[src/rtl/dvs_ravens_pkg.sv]
// Shared types and constants for the DVS -> RAVENS event path: the packed
// event word layout, replay FSM states and late-drop counter helpers.
package dvs_ravens_pkg;

   localparam int DVS_X_ADDR_BITS       = 9;
   localparam int DVS_Y_ADDR_BITS       = 9;
   localparam int TIMESTAMP_US_BITS     = 48;
   localparam int EVENT_BITS            = DVS_X_ADDR_BITS + DVS_Y_ADDR_BITS + 1 + TIMESTAMP_US_BITS;
   localparam int CLK_PERIOD_US_DIVISOR = 1000;
   localparam int LATE_CNT_BITS         = 16;

   // x in the MSBs, then y, then polarity, timestamp in the LSBs
   typedef struct packed {
      logic [DVS_X_ADDR_BITS-1:0]   x;
      logic [DVS_Y_ADDR_BITS-1:0]   y;
      logic                         pol;
      logic [TIMESTAMP_US_BITS-1:0] ts;
   } dvs_event_t;

   typedef enum logic [1:0] {
      RPL_IDLE = 2'd0,
      RPL_WAIT = 2'd1,
      RPL_EMIT = 2'd2
   } replay_state_e;

   // Saturating increment for the dropped-late counter
   function automatic logic [LATE_CNT_BITS-1:0] late_cnt_sat_inc(input logic [LATE_CNT_BITS-1:0] cnt);
      late_cnt_sat_inc = (cnt == {LATE_CNT_BITS{1'b1}}) ? cnt : cnt + 1'b1;
   endfunction

endpackage

[src/rtl/dvs_event_replayer_fifo.sv]
// dvs_event_fifo: small synchronous FIFO holding packed event words.
// Pointers carry one extra wrap bit so full/empty need no separate counter;
// DEPTH must be a power of two. Storage is not reset, only the pointers.
module dvs_event_fifo #(
   parameter int DEPTH = 4,
   parameter int WIDTH = 8
) (
   input  logic             clk,
   input  logic             rst,
   input  logic             push,
   input  logic [WIDTH-1:0] din,
   input  logic             pop,
   output logic [WIDTH-1:0] dout,
   output logic             full,
   output logic             empty
);

   localparam int AW = (DEPTH > 1) ? $clog2(DEPTH) : 1;

   logic [AW:0]      wr_ptr_q, wr_ptr_d;
   logic [AW:0]      rd_ptr_q, rd_ptr_d;
   logic [WIDTH-1:0] mem_q [DEPTH];
   logic             do_push, do_pop;

   assign empty   = (wr_ptr_q == rd_ptr_q);
   assign full    = (wr_ptr_q[AW] != rd_ptr_q[AW]) && (wr_ptr_q[AW-1:0] == rd_ptr_q[AW-1:0]);
   assign do_push = push && !full;
   assign do_pop  = pop && !empty;
   assign dout    = mem_q[rd_ptr_q[AW-1:0]];

   // Pointer advance on accepted push/pop
   always_comb begin
      wr_ptr_d = wr_ptr_q;
      rd_ptr_d = rd_ptr_q;
      if (do_push) wr_ptr_d = wr_ptr_q + 1'b1;
      if (do_pop)  rd_ptr_d = rd_ptr_q + 1'b1;
   end

   // Pointer registers; reset empties the FIFO
   always_ff @(posedge clk) begin
      if (rst) begin
         wr_ptr_q <= '0;
         rd_ptr_q <= '0;
      end else begin
         wr_ptr_q <= wr_ptr_d;
         rd_ptr_q <= rd_ptr_d;
      end
   end

   // Storage write
   always_ff @(posedge clk) begin
      if (do_push) mem_q[wr_ptr_q[AW-1:0]] <= din;
   end

endmodule

[src/rtl/dvs_event_replayer.sv]
// dvs_event_replayer: buffers packed DVS events and replays each one on the
// out_* valid/ready port once the local microsecond time base reaches its
// timestamp. Events leave strictly in arrival order.
// Optional build macro DVS_LATE_DROP_EN: events already late on their first
// WAIT cycle are discarded and counted in late_count (saturating).
module dvs_event_replayer
   import dvs_ravens_pkg::*;
#(
   parameter int FIFO_DEPTH = 4,
   parameter int US_DIVISOR = CLK_PERIOD_US_DIVISOR
) (
   input  logic                         clk,
   input  logic                         rst,
   input  logic                         ts_start,
   input  logic [EVENT_BITS-1:0]        in_event,
   input  logic                         in_valid,
   output logic                         in_ready,
   output logic [DVS_X_ADDR_BITS-1:0]   out_x,
   output logic [DVS_Y_ADDR_BITS-1:0]   out_y,
   output logic                         out_pol,
   output logic                         out_valid,
   input  logic                         out_ready,
   output logic [TIMESTAMP_US_BITS-1:0] now_us,
   output logic [LATE_CNT_BITS-1:0]     late_count
);

   localparam int PRE_W = (US_DIVISOR > 1) ? $clog2(US_DIVISOR) : 1;
   localparam logic [PRE_W-1:0] PRE_LAST = PRE_W'(US_DIVISOR - 1);

   replay_state_e                state_q, state_d;
   logic [PRE_W-1:0]             presc_q, presc_d;
   logic [TIMESTAMP_US_BITS-1:0] now_q, now_d;
   logic                         running_q, running_d;
   dvs_event_t                   hold_q, hold_d;
   logic [DVS_X_ADDR_BITS-1:0]   out_x_q, out_x_d;
   logic [DVS_Y_ADDR_BITS-1:0]   out_y_q, out_y_d;
   logic                         out_pol_q, out_pol_d;
   logic                         out_valid_q, out_valid_d;
`ifdef DVS_LATE_DROP_EN
   logic                         first_q, first_d;
   logic [LATE_CNT_BITS-1:0]     late_q, late_d;
`endif

   logic                  fifo_full, fifo_empty, fifo_push, fifo_pop;
   logic [EVENT_BITS-1:0] fifo_dout;

   assign in_ready  = !fifo_full && !rst;
   assign fifo_push = in_valid && in_ready;
   assign fifo_pop  = (state_q == RPL_IDLE) && !fifo_empty;

   dvs_event_fifo #(
      .DEPTH (FIFO_DEPTH),
      .WIDTH (EVENT_BITS)
   ) u_fifo (
      .clk   (clk),
      .rst   (rst),
      .push  (fifo_push),
      .din   (in_event),
      .pop   (fifo_pop),
      .dout  (fifo_dout),
      .full  (fifo_full),
      .empty (fifo_empty)
   );

   // Time base and replay FSM next-state logic
   always_comb begin
      state_d     = state_q;
      presc_d     = presc_q;
      now_d       = now_q;
      running_d   = running_q;
      hold_d      = hold_q;
      out_x_d     = out_x_q;
      out_y_d     = out_y_q;
      out_pol_d   = out_pol_q;
      out_valid_d = out_valid_q;
`ifdef DVS_LATE_DROP_EN
      first_d     = first_q;
      late_d      = late_q;
`endif

      // ts_start restarts from zero even when already running
      if (ts_start) begin
         presc_d   = '0;
         now_d     = '0;
         running_d = 1'b1;
      end else if (running_q) begin
         if (presc_q == PRE_LAST) begin
            presc_d = '0;
            now_d   = now_q + 1'b1;
         end else begin
            presc_d = presc_q + 1'b1;
         end
      end

      unique case (state_q)
         RPL_IDLE: begin
            if (!fifo_empty) begin
               hold_d  = dvs_event_t'(fifo_dout);
               state_d = RPL_WAIT;
`ifdef DVS_LATE_DROP_EN
               first_d = 1'b1;
`endif
            end
         end
         RPL_WAIT: begin
`ifdef DVS_LATE_DROP_EN
            first_d = 1'b0;
            if (first_q && running_q && (hold_q.ts < now_q)) begin
               late_d  = late_cnt_sat_inc(late_q);
               state_d = RPL_IDLE;
            end else
`endif
            if (running_q && (now_q >= hold_q.ts)) begin
               out_x_d     = hold_q.x;
               out_y_d     = hold_q.y;
               out_pol_d   = hold_q.pol;
               out_valid_d = 1'b1;
               state_d     = RPL_EMIT;
            end
         end
         RPL_EMIT: begin
            if (out_ready) begin
               out_valid_d = 1'b0;
               state_d     = RPL_IDLE;
            end
         end
         default: state_d = RPL_IDLE;
      endcase
   end

   // State registers; reset discards any held event and stops the time base
   always_ff @(posedge clk) begin
      if (rst) begin
         state_q     <= RPL_IDLE;
         presc_q     <= '0;
         now_q       <= '0;
         running_q   <= 1'b0;
         out_x_q     <= '0;
         out_y_q     <= '0;
         out_pol_q   <= 1'b0;
         out_valid_q <= 1'b0;
`ifdef DVS_LATE_DROP_EN
         first_q     <= 1'b0;
         late_q      <= '0;
`endif
      end else begin
         state_q     <= state_d;
         presc_q     <= presc_d;
         now_q       <= now_d;
         running_q   <= running_d;
         out_x_q     <= out_x_d;
         out_y_q     <= out_y_d;
         out_pol_q   <= out_pol_d;
         out_valid_q <= out_valid_d;
`ifdef DVS_LATE_DROP_EN
         first_q     <= first_d;
         late_q      <= late_d;
`endif
      end
   end

   // Hold register is pure data and is only meaningful outside IDLE
   always_ff @(posedge clk) begin
      hold_q <= hold_d;
   end

   assign out_x     = out_x_q;
   assign out_y     = out_y_q;
   assign out_pol   = out_pol_q;
   assign out_valid = out_valid_q;
   assign now_us    = now_q;
`ifdef DVS_LATE_DROP_EN
   assign late_count = late_q;
`else
   assign late_count = '0;
`endif

endmodule

[config.mk]
export PLATFORM = sky130hd
export DESIGN_NAME = dvs_event_replayer
export DESIGN_NICKNAME = d
export VERILOG_FILES = /design/src/rtl/dvs_ravens_pkg.sv /design/src/rtl/dvs_event_replayer_fifo.sv /design/src/rtl/dvs_event_replayer.sv
export SDC_FILE = /design/constraint.sdc
export NUM_CORES = 1
export LEC_CHECK = 0
export CAP_MARGIN = 15
export CORE_MARGIN = 5
export CORE_UTILIZATION = 57
export CTS_CLUSTER_SIZE = 24
export DETAILED_ROUTE_END_ITERATION = 10
export GPL_ROUTABILITY_DRIVEN = 0
export GPL_TIMING_DRIVEN = 0
export PLACE_DENSITY_LB_ADDON = 0.25
export SKIP_CTS_REPAIR_TIMING = 1
export SLEW_MARGIN = 0
export SYNTH_ARGS = -nofsm -noshare
export SYNTH_HDL_FRONTEND = slang
export SYNTH_SLANG_ARGS = --single-unit
export TNS_END_PERCENT = 50
[constraint.sdc]
create_clock -name clk -period 7.91 [get_ports clk]
set_input_delay 1.582 -clock clk [delete_from_list [all_inputs] [get_ports clk]]
set_output_delay 1.582 -clock clk [all_outputs]
set_load 0.01 [all_outputs]
==> flow_metrics.env, run 1 <==
export IMPL_status="finished clean"
export IMPL_path_common_cell="clkdlybuf4s50_1"
export IMPL_post_drt_wl_per_cell_um=19.8
export IMPL_setup_viol=0
export IMPL_finalClockSkew_ns=0.0153
export IMPL_hpwlAfterDp_um=22500
export IMPL_synth_cell_type_count=56
export IMPL_worstMarginPinSlew_ns=0.901
export IMPL_finalHoldViolations=0
export IMPL_final_util=0.692
export IMPL_nNetsFinal=1373
export IMPL_fin_crit_sh=0.616
export IMPL_num_vias=9032
export IMPL_placed_cells=1591
export IMPL_clock_sinks=422
export IMPL_min_period_ns=4.87
export IMPL_clockBufferDepth=3
export IMPL_die_area_mm2=0.0334
export IMPL_cts_tree="built"
export IMPL_slowest_delay_ns=0.68
export IMPL_ys_seq_area_frac=0.695
export IMPL_syn2layout_area_growth_pct=20.4
export IMPL_via_per_inst=5.41
export IMPL_path_delay_family="buffers and inverters"
export IMPL_cts_buffers_inserted=43
export IMPL_grt_max_degree=50
export IMPL_final_cell_mix="edfxtp_1, clkdlybuf4s50_1, dfxtp_1"
export IMPL_row_count=63
export IMPL_crit_type="in -> out"
export IMPL_ant_nets=0
export IMPL_root_buffer="clkbuf_16"
export IMPL_endpoint_kind="output port"
export IMPL_finalSetupTns_ns=0
export IMPL_route_detailed_drc=0
export IMPL_io_buffer_count=140
export IMPL_antenna_cells=0
export IMPL_antenna_found_initial=5
export IMPL_ys_ff_latch=422
export IMPL_io_pin_count=157
export IMPL_clk_pin_slew_ns=0.06
export IMPL_worst_path_buf_inv=2
export IMPL_hp_class="reg -> reg"
export IMPL_track_usage=0.200
export IMPL_pwr_density_cell_mw_per_mm2=274
export IMPL_fp_dieH_um=183
export IMPL_seqCellArea_mm2=0.0118
export IMPL_cpMaxStageDelayCell="clkdlybuf4s50_1"
export IMPL_overflow=0
export IMPL_clock_latency_ns=0.53
export IMPL_worstPathRequired_ns=6.33
export IMPL_htreeDepth=2
export IMPL_routed_wl_um=33000
export IMPL_core_mm2=0.0296
export IMPL_syn_area_per_cell_um2=16.4
export IMPL_synth_cells=1035
export IMPL_fillers=1967
export IMPL_slew_limit_headroom=0.399
export IMPL_start_util=0.575
export IMPL_drv_cap=0
export IMPL_rsz0062_at_grt="no"
export IMPL_dr_pass1_iters=5
export IMPL_fmax_ghz=0.205
export IMPL_drtIter0Drc=549
export IMPL_fin_hold_ws_ns=0.485
export IMPL_p_leak_nw=7.29
export IMPL_startpoint_type="input port"
export IMPL_stdcell_area_mm2=0.0205
export IMPL_layout_commonest_cell="edfxtp_1"
export IMPL_synth_edff_count=335
export IMPL_grt_pass1_vias=9617
export IMPL_maxSlewViolCount=0
export IMPL_layout_drive_gt1_share=0.167
export IMPL_grt_pass1_wl_um=52000
export IMPL_multi_input_area_mm2=0.00476
export IMPL_synth_area_mm2=0.0170
export IMPL_synth_flop_cell="edfxtp_1"
export IMPL_async_flop_share=0
export IMPL_critPathArrivalTime_ns=3.29
export IMPL_path_cells="clkdlybuf4s50_1 > a21oi_1 > clkdlybuf4s50_1"
export IMPL_placed_area_mm2=0.0191
export IMPL_ys_warn_count=0
export IMPL_die_w_um=183
export IMPL_critPathMaxFanout=6
export IMPL_instances_no_fill=1668
export IMPL_irDropWorstVdd_mv=0.203
==> cell type report <==
cell class                 count  area share
timing repair buffer         151      0.0772
tap                          390      0.0239
clock inverter                27      0.0108
buffer                        50      0.0142
inverter                      57      0.0105
multi-input combinational    521       0.233
clock buffer                  50      0.0539
sequential                   422       0.577
==> cells in the mapped netlist (3+ instances only) <==
cell type	count	share of area
xor2_1	45	0.023
mux2i_1	22	0.013
mux4_2	67	0.089
nand2_1	35	0.0077
clkbuf_1	20	0.0044
o21ai_1	5	0.0015
inv_1	55	0.012
or2b_2	17	0.0088
and2_1	4	0.0015
nor4_2	3	0.0022
a21oi_1	32	0.0094
nand4_1	21	0.0077
o21ai_0	11	0.0032
buf_2	7	0.0021
nor3_1	3	0.00088
nor2_1	72	0.016
nand2b_1	22	0.0081
or3_1	5	0.0018
and3_1	14	0.0052
and4_1	6	0.0031
ha_1	55	0.041
buf_6	3	0.0020
dfxtp_1	87	0.10
nand3_1	24	0.0071
xnor2_1	13	0.0067
buf_4	19	0.0084
edfxtp_1	335	0.59
==> tightest hold or removal path, cell delays in order, from the launching register on <==
cell and delay [ns]:
dfxtp_1 0.31, nand2b_1 0.06, mux2i_1 0.06
==> report_power, final <==
group	internal [W]	total [W]	switching, W	leakage (nW)
logic	0.000449	0.000957	0.000508	2.88
registers	0.00269	0.00274	0.0000543	3.77
clock network	0.00110	0.00190	0.000806	0.646
total	0.00424	0.00561	0.00137	7.29
==> sequential cells by signal, indices dropped and copies added, names as in the netlist <==
name / flops
u_fifo.mem_q: 268
hold_q: 67
now_us: 48
presc_q: 10
out_x: 9
out_y: 9
u_fifo.rd_ptr_q: 3
u_fifo.wr_ptr_q: 3
state_q: 2
out_pol: 1
out_valid: 1
running_q: 1
==> path summary, 6_finish.rpt <==
path | from | end | slack, ns | cells past startpoint
max | rst | in_ready | 3.04 | 3
min | out_y[3] | out_y[3] | 0.48 | 2
max reg2reg | u_fifo.rd_ptr_q[1] | u_fifo.mem_q[3][10] | 5.07 | 6
min reg2reg | out_y[3] | out_y[3] | 0.48 | 2
==> cell families (layout without fill, tap and decap cells) <==
family | after synthesis | count (layout) | synth area share
other cells | 1 | 16 | 0.000221
fa+ha+maj | 55 | 55 | 0.0405
compound gates | 60 | 60 | 0.0214
simple gates | 243 | 243 | 0.0818
mux | 89 | 89 | 0.102
flops | 422 | 422 | 0.695
xor+xnor | 58 | 58 | 0.0299
buf+inv | 107 | 335 | 0.0297
==> through the flow <==
step                      total power (W)  worst slack (ns)
final                             0.00561              3.04
after global routing              0.00586              2.96
after CTS                         0.00566              3.07
after detailed placement          0.00376              3.11
after global placement            0.00372             -1.60
after floorplan                   0.00346              1.61
==> routing by layer <==
layer  up-vias  wire [um]  track usage
li1       4296          -            -
met1      4450      13900        0.263
met2       211      16500        0.342
met3        65       1910       0.0458
met4        10        631       0.0462
met5         -         55            0
(Power assumes the default switching activity.)
==> inputs of run 2 (changes only) <==
==> constraint.sdc (replaced) <==
create_clock -name clk -period 5 [get_ports clk]
set_input_delay 1 -clock clk [delete_from_list [all_inputs] [get_ports clk]]
set_output_delay 1 -clock clk [all_outputs]
set_load 0.01 [all_outputs]
==> run 2 against run 1 <==
Net effect:
- via count fell by 0.53%
- sequential power rose by 58%
- register-to-register slack worse by 2.9 ns
- count of clock-buffer cells in the layout is 12 higher
- power rose by 57%
- design area fell by 0.11%
- core utilization is 0.076 points lower
- clock skew is 0.0030 ns higher
- worst setup slack got worse by 1.7 ns
- hold slack worse by 0.012 ns
- die area unchanged
- critical path depth unchanged
- largest cell class unchanged
==> flow_metrics.env, run 2 (synthesis results as in run 1) <==
export IMPL_nNetsFinal=1368
export IMPL_start_util=0.575
export IMPL_r2r_worst_path_cells=9
export IMPL_post_drt_wl_per_cell_um=19.6
export IMPL_dr_pass1_iters=4
export IMPL_min_period_ns=3.64
export IMPL_rsz0062_at_grt="no"
export IMPL_r2r_start="now_us[0]"
export IMPL_via_per_inst=5.41
export IMPL_cpMaxStageDelayCell="clkdlybuf4s50_1"
export IMPL_clockBufferDepth=3
export IMPL_endpoint_kind="output port"
export IMPL_crit_type="in -> out"
export IMPL_fp_dieH_um=183
export IMPL_seqCellArea_mm2=0.0118
export IMPL_critPathArrivalTime_ns=2.64
export IMPL_worstPathRequired_ns=4.00
export IMPL_hpwlAfterDp_um=22500
export IMPL_p_leak_nw=7.26
export IMPL_root_buffer="clkbuf_16"
export IMPL_crit_start="rst"
export IMPL_setup_viol=0
export IMPL_routed_wl_um=32500
export IMPL_fmax_ghz=0.275
export IMPL_io_buffer_count=140
export IMPL_final_setup_worst_slack_ns=1.36
export IMPL_syn2layout_area_growth_pct=20.3
export IMPL_path_common_cell="clkdlybuf4s50_1"
export IMPL_num_vias=8984
export IMPL_path_cells="clkdlybuf4s50_1 > a21oi_1 > clkdlybuf4s50_1"
export IMPL_crit_end="in_ready"
export IMPL_ant_nets=0
export IMPL_maxSlewViolCount=0
export IMPL_final_cell_mix="edfxtp_1, clkdlybuf4s50_1, dfxtp_1"
export IMPL_grt_pass1_vias=9403
export IMPL_critPathMaxFanout=6
export IMPL_drv_cap=0
export IMPL_hp_class="reg -> reg"
export IMPL_htreeDepth=2
export IMPL_regToRegEndpoint="out_x[8]"
export IMPL_pwr_density_cell_mw_per_mm2=432
export IMPL_finalClockSkew_ns=0.0183
export IMPL_io_pin_count=157
export IMPL_slew_limit_headroom=0.377
export IMPL_final_util=0.691
export IMPL_antenna_found_initial=6
export IMPL_cts_buffers_inserted=41
export IMPL_finalSetupTns_ns=0
export IMPL_preCtsSetupSlack_ns=1.40
export IMPL_row_count=63
export IMPL_stdcell_area_mm2=0.0204
export IMPL_largest_reg_flops=268
export IMPL_layout_commonest_cell="edfxtp_1"
export IMPL_slowest_delay_ns=0.66
export IMPL_die_area_mm2=0.0334
export IMPL_multi_input_area_mm2=0.00477
export IMPL_irDropWorstVdd_mv=0.323
export IMPL_layout_drive_gt1_share=0.159
export IMPL_die_w_um=183
export IMPL_fillers=1969
export IMPL_clock_latency_ns=0.53
export IMPL_drtIter0Drc=567
export IMPL_track_usage=0.197
export IMPL_fin_hold_ws_ns=0.473
export IMPL_startpoint_type="input port"
export IMPL_grt_max_degree=49
export IMPL_fin_crit_sh=0.727
export IMPL_overflow=0
export IMPL_placed_area_mm2=0.0191
export IMPL_core_mm2=0.0296
export IMPL_grt_pass1_wl_um=51600
export IMPL_cts_tree="built"
export IMPL_clock_sinks=422
export IMPL_antenna_cells=0
export IMPL_clk_pin_slew_ns=0.06
export IMPL_status="finished clean"
export IMPL_ff2ff_setup_slack_ns=2.18
export IMPL_finalHoldViolations=0
export IMPL_worstMarginPinSlew_ns=0.932
export IMPL_route_detailed_drc=0
[run 2: power breakdown]
group / switching, W / internal (W) / leakage, nW / total (W)
Clock: 0.00122 / 0.00173 / 0.623 / 0.00295
Sequential: 0.0000854 / 0.00426 / 3.77 / 0.00434
Combinational: 0.000805 / 0.000723 / 2.87 / 0.00153
[run 2: worst min path at each step]
stage	startpoint	endpoint	slack, ns	depth (start not counted)
5_1_grt	out_x[7]	out_x[7]	0.52	2
2_1_floorplan	presc_q[9]	presc_q[9]	0.47	2
4_1_cts	out_y[1]	out_y[1]	0.48	2
6_report	out_y[1]	out_y[1]	0.47	2
3_5_place_dp	out_y[1]	out_y[1]	0.47	2
3_3_place_gp	out_y[1]	out_y[1]	0.46	2
[run 2: layer usage]
| layer | part of all wire | GRT usage |
|---|---|---|
| met1 | 0.44 | 0.269 |
| met2 | 0.49 | 0.326 |
| met3 | 0.052 | 0.0454 |
| met4 | 0.021 | 0.0492 |
| met5 | 0.0022 | 0 |
[run 2: worst max-delay path: cells and delay by family]
family                 cells  cell delay (ns)
buffers and inverters      2             1.19
AO/OA/AOI/OAI              1             0.44
[run 2: cell type report]
| cell class | count | area share |
|---|---|---|
| buffer | 50 | 0.0142 |
| clock buffer | 62 | 0.0576 |
| clock inverter | 12 | 0.00557 |
| inverter | 57 | 0.0105 |
| multi-input combinational | 521 | 0.233 |
| sequential | 422 | 0.577 |
| tap | 390 | 0.0239 |
| timing repair buffer | 148 | 0.0774 |
[run 2: metrics by stage]
| step | total power (W) | instances |
|---|---|---|
| 2_1_floorplan | 0.00546 | 1050 |
| 3_3_place_gp | 0.00585 | 1580 |
| 3_5_place_dp | 0.00598 | 1588 |
| 4_1_cts | 0.00893 | 1662 |
| 5_1_grt | 0.00923 | 1662 |
| 6_report | 0.00882 | 1662 |
==> inputs of run 3 (changes only) <==
==> constraint.sdc (replaced) <==
create_clock -name clk -period 3.35 [get_ports clk]
set_input_delay 0.67 -clock clk [delete_from_list [all_inputs] [get_ports clk]]
set_output_delay 0.67 -clock clk [all_outputs]
set_load 0.01 [all_outputs]
==> run 3 against run 2 <==
Net effect:
- non-clock buffer count stayed put
- global-route usage is 0.40 points higher
- die area is the same
- largest power group unchanged
- highest routed layer unchanged
==> flow_metrics.env, run 3 (synthesis results as in run 1) <==
export IMPL_grt_max_degree=51
export IMPL_io_buffer_count=140
export IMPL_p_clk_frac=0.341
export IMPL_nNetsFinal=1369
export IMPL_hp_start="out_valid"
export IMPL_dr_pass1_iters=5
export IMPL_placed_area_mm2=0.0192
export IMPL_fp_dieH_um=183
export IMPL_met3_usage=0.0480
export IMPL_min_period_ns=3.14
export IMPL_start_util=0.575
export IMPL_root_buffer="clkbuf_16"
export IMPL_path_cells="clkbuf_1 > xor2_1 > nor2_1 > a21oi_2 > clkdlybuf4s50_1"
export IMPL_cts_tree="built"
export IMPL_rsz0062_at_grt="no"
export IMPL_syn2layout_area_growth_pct=20.8
export IMPL_grt_busiest_layer="met2"
export IMPL_die_area_mm2=0.0334
export IMPL_clk_pin_slew_ns=0.06
export IMPL_internal_power_w=0.0101
export IMPL_endpoint_kind="output port"
export IMPL_finalClockSkew_ns=0.0148
export IMPL_setup_viol=0
export IMPL_finalHoldViolations=0
export IMPL_largest_reg_flops=268
export IMPL_grt_pass1_vias=9562
export IMPL_core_mm2=0.0296
export IMPL_track_usage=0.201
export IMPL_crit_type="reg -> out"
export IMPL_p_seq_frac=0.486
export IMPL_met1_usage=0.268
export IMPL_worstPathRequired_ns=2.68
export IMPL_finalSetupTns_ns=0
export IMPL_ff2ff_setup_slack_ns=0.52
export IMPL_die_w_um=183
export IMPL_drv_cap=0
export IMPL_instances_no_fill=1665
export IMPL_r2r_worst_path_cells=9
export IMPL_antenna_cells=0
export IMPL_final_cell_mix="edfxtp_1, clkdlybuf4s50_1, dfxtp_1"
export IMPL_num_vias=9109
export IMPL_min_to="out_valid"
export IMPL_io_pin_count=157
export IMPL_routed_wl_um=33100
export IMPL_final_setup_worst_slack_ns=0.208
export IMPL_hold_depth=2
export IMPL_layout_commonest_cell="edfxtp_1"
export IMPL_cts_buffers_inserted=42
export IMPL_clock_sinks=422
export IMPL_row_count=63
export IMPL_post_drt_wl_per_cell_um=19.9
export IMPL_clockBufferDepth=3
export IMPL_startpoint_type="flop"
export IMPL_final_util=0.694
export IMPL_clock_latency_ns=0.53
export IMPL_maxSlewViolCount=0
export IMPL_met2_usage=0.340
export IMPL_switching_share=0.240
export IMPL_r2r_start="now_us[0]"
export IMPL_route_detailed_drc=0
export IMPL_fin_crit_sh=0.938
export IMPL_cpMaxStageDelayCell="clkdlybuf4s50_1"
export IMPL_stdcell_area_mm2=0.0205
export IMPL_slew_limit_headroom=0.423
export IMPL_overflow=0
export IMPL_ant_nets=0
export IMPL_p_leak_nw=7.32
export IMPL_htreeDepth=2
export IMPL_placed_cells=1588
export IMPL_via_per_inst=5.47
export IMPL_hpwlAfterDp_um=22700
export IMPL_comb_power_share=0.173
export IMPL_status="finished clean"
export IMPL_drtIter0Drc=546
export IMPL_pwr_density_cell_mw_per_mm2=650
export IMPL_regToRegEndpoint="out_x[7]"
export IMPL_critPathMaxFanout=6
export IMPL_fmax_ghz=0.318
export IMPL_layout_drive_gt1_share=0.164
export IMPL_irDropWorstVdd_mv=0.514
export IMPL_hp_class="reg -> reg"
export IMPL_p_sw_w=0.00320
export IMPL_grt_pass1_wl_um=52800
export IMPL_critPathArrivalTime_ns=2.47
export IMPL_worstMarginPinSlew_ns=0.865
export IMPL_antenna_found_initial=4
export IMPL_slowest_delay_ns=0.64
export IMPL_preCtsSetupSlack_ns=0.315
[run 3: power by group through the flow]
stage | Combinational, W | Sequential [W] | Clock, W
after floorplan | 0.00156 | 0.00658 | 0
after global placement | 0.00208 | 0.00663 | 0
after detailed placement | 0.00236 | 0.00659 | 0
after CTS | 0.00237 | 0.00649 | 0.00463
after global routing | 0.00255 | 0.00652 | 0.00489
final | 0.00231 | 0.00648 | 0.00455
[run 3: cell type report]
cell class | instances | area, um^2
Clock inverter | 19 | 139
Sequential cell | 422 | 11800
Inverter | 57 | 214
Buffer | 50 | 290
Tap cell | 390 | 488
Timing Repair Buffer | 148 | 1600
Multi-Input combinational cell | 521 | 4770
Fill cell | 1976 | 9040
Clock buffer | 58 | 1210
[run 3: metal layers]
| metal | vias to the layer above | wire, um | share of wire |
|---|---|---|---|
| met5 | - | 53 | 0.0016 |
| met4 | 8 | 601 | 0.018 |
| met3 | 58 | 1970 | 0.060 |
| met2 | 220 | 16600 | 0.50 |
| met1 | 4537 | 13900 | 0.42 |
| li1 | 4286 | - | - |
[run 3: worst max path at each step]
stage / cells past startpoint / endpoint / slack [ns] / from
global placement: 3 / u_fifo.mem_q[0][11] / -1.60 / rst
global route: 5 / in_ready / 0.07 / u_fifo.rd_ptr_q[1]
CTS: 5 / in_ready / 0.04 / u_fifo.rd_ptr_q[1]
finish: 5 / in_ready / 0.21 / u_fifo.rd_ptr_q[1]
floorplan: 5 / u_fifo.mem_q[3][0] / 0.10 / u_fifo.rd_ptr_q[1]
detailed placement: 4 / u_fifo.mem_q[3][59] / 0.31 / rst
[run 3: stage by stage]
stage	hold WS (ns)	power [W]
final	0.496	0.0133
after floorplan	0.471	0.00813
after detailed placement	0.490	0.00895
after global placement	0.462	0.00871
after global routing	0.528	0.0140
after CTS	0.499	0.0135
[run 3: worst max-delay path, delay by kind of cell, from the launching register on]
kind / cells / cell delay (ns)
buffers and inverters: 2 / 1.02
flip-flops: 1 / 0.33
XOR/XNOR: 1 / 0.24
AO/OA/AOI/OAI: 1 / 0.29
AND/OR/NAND/NOR: 1 / 0.08
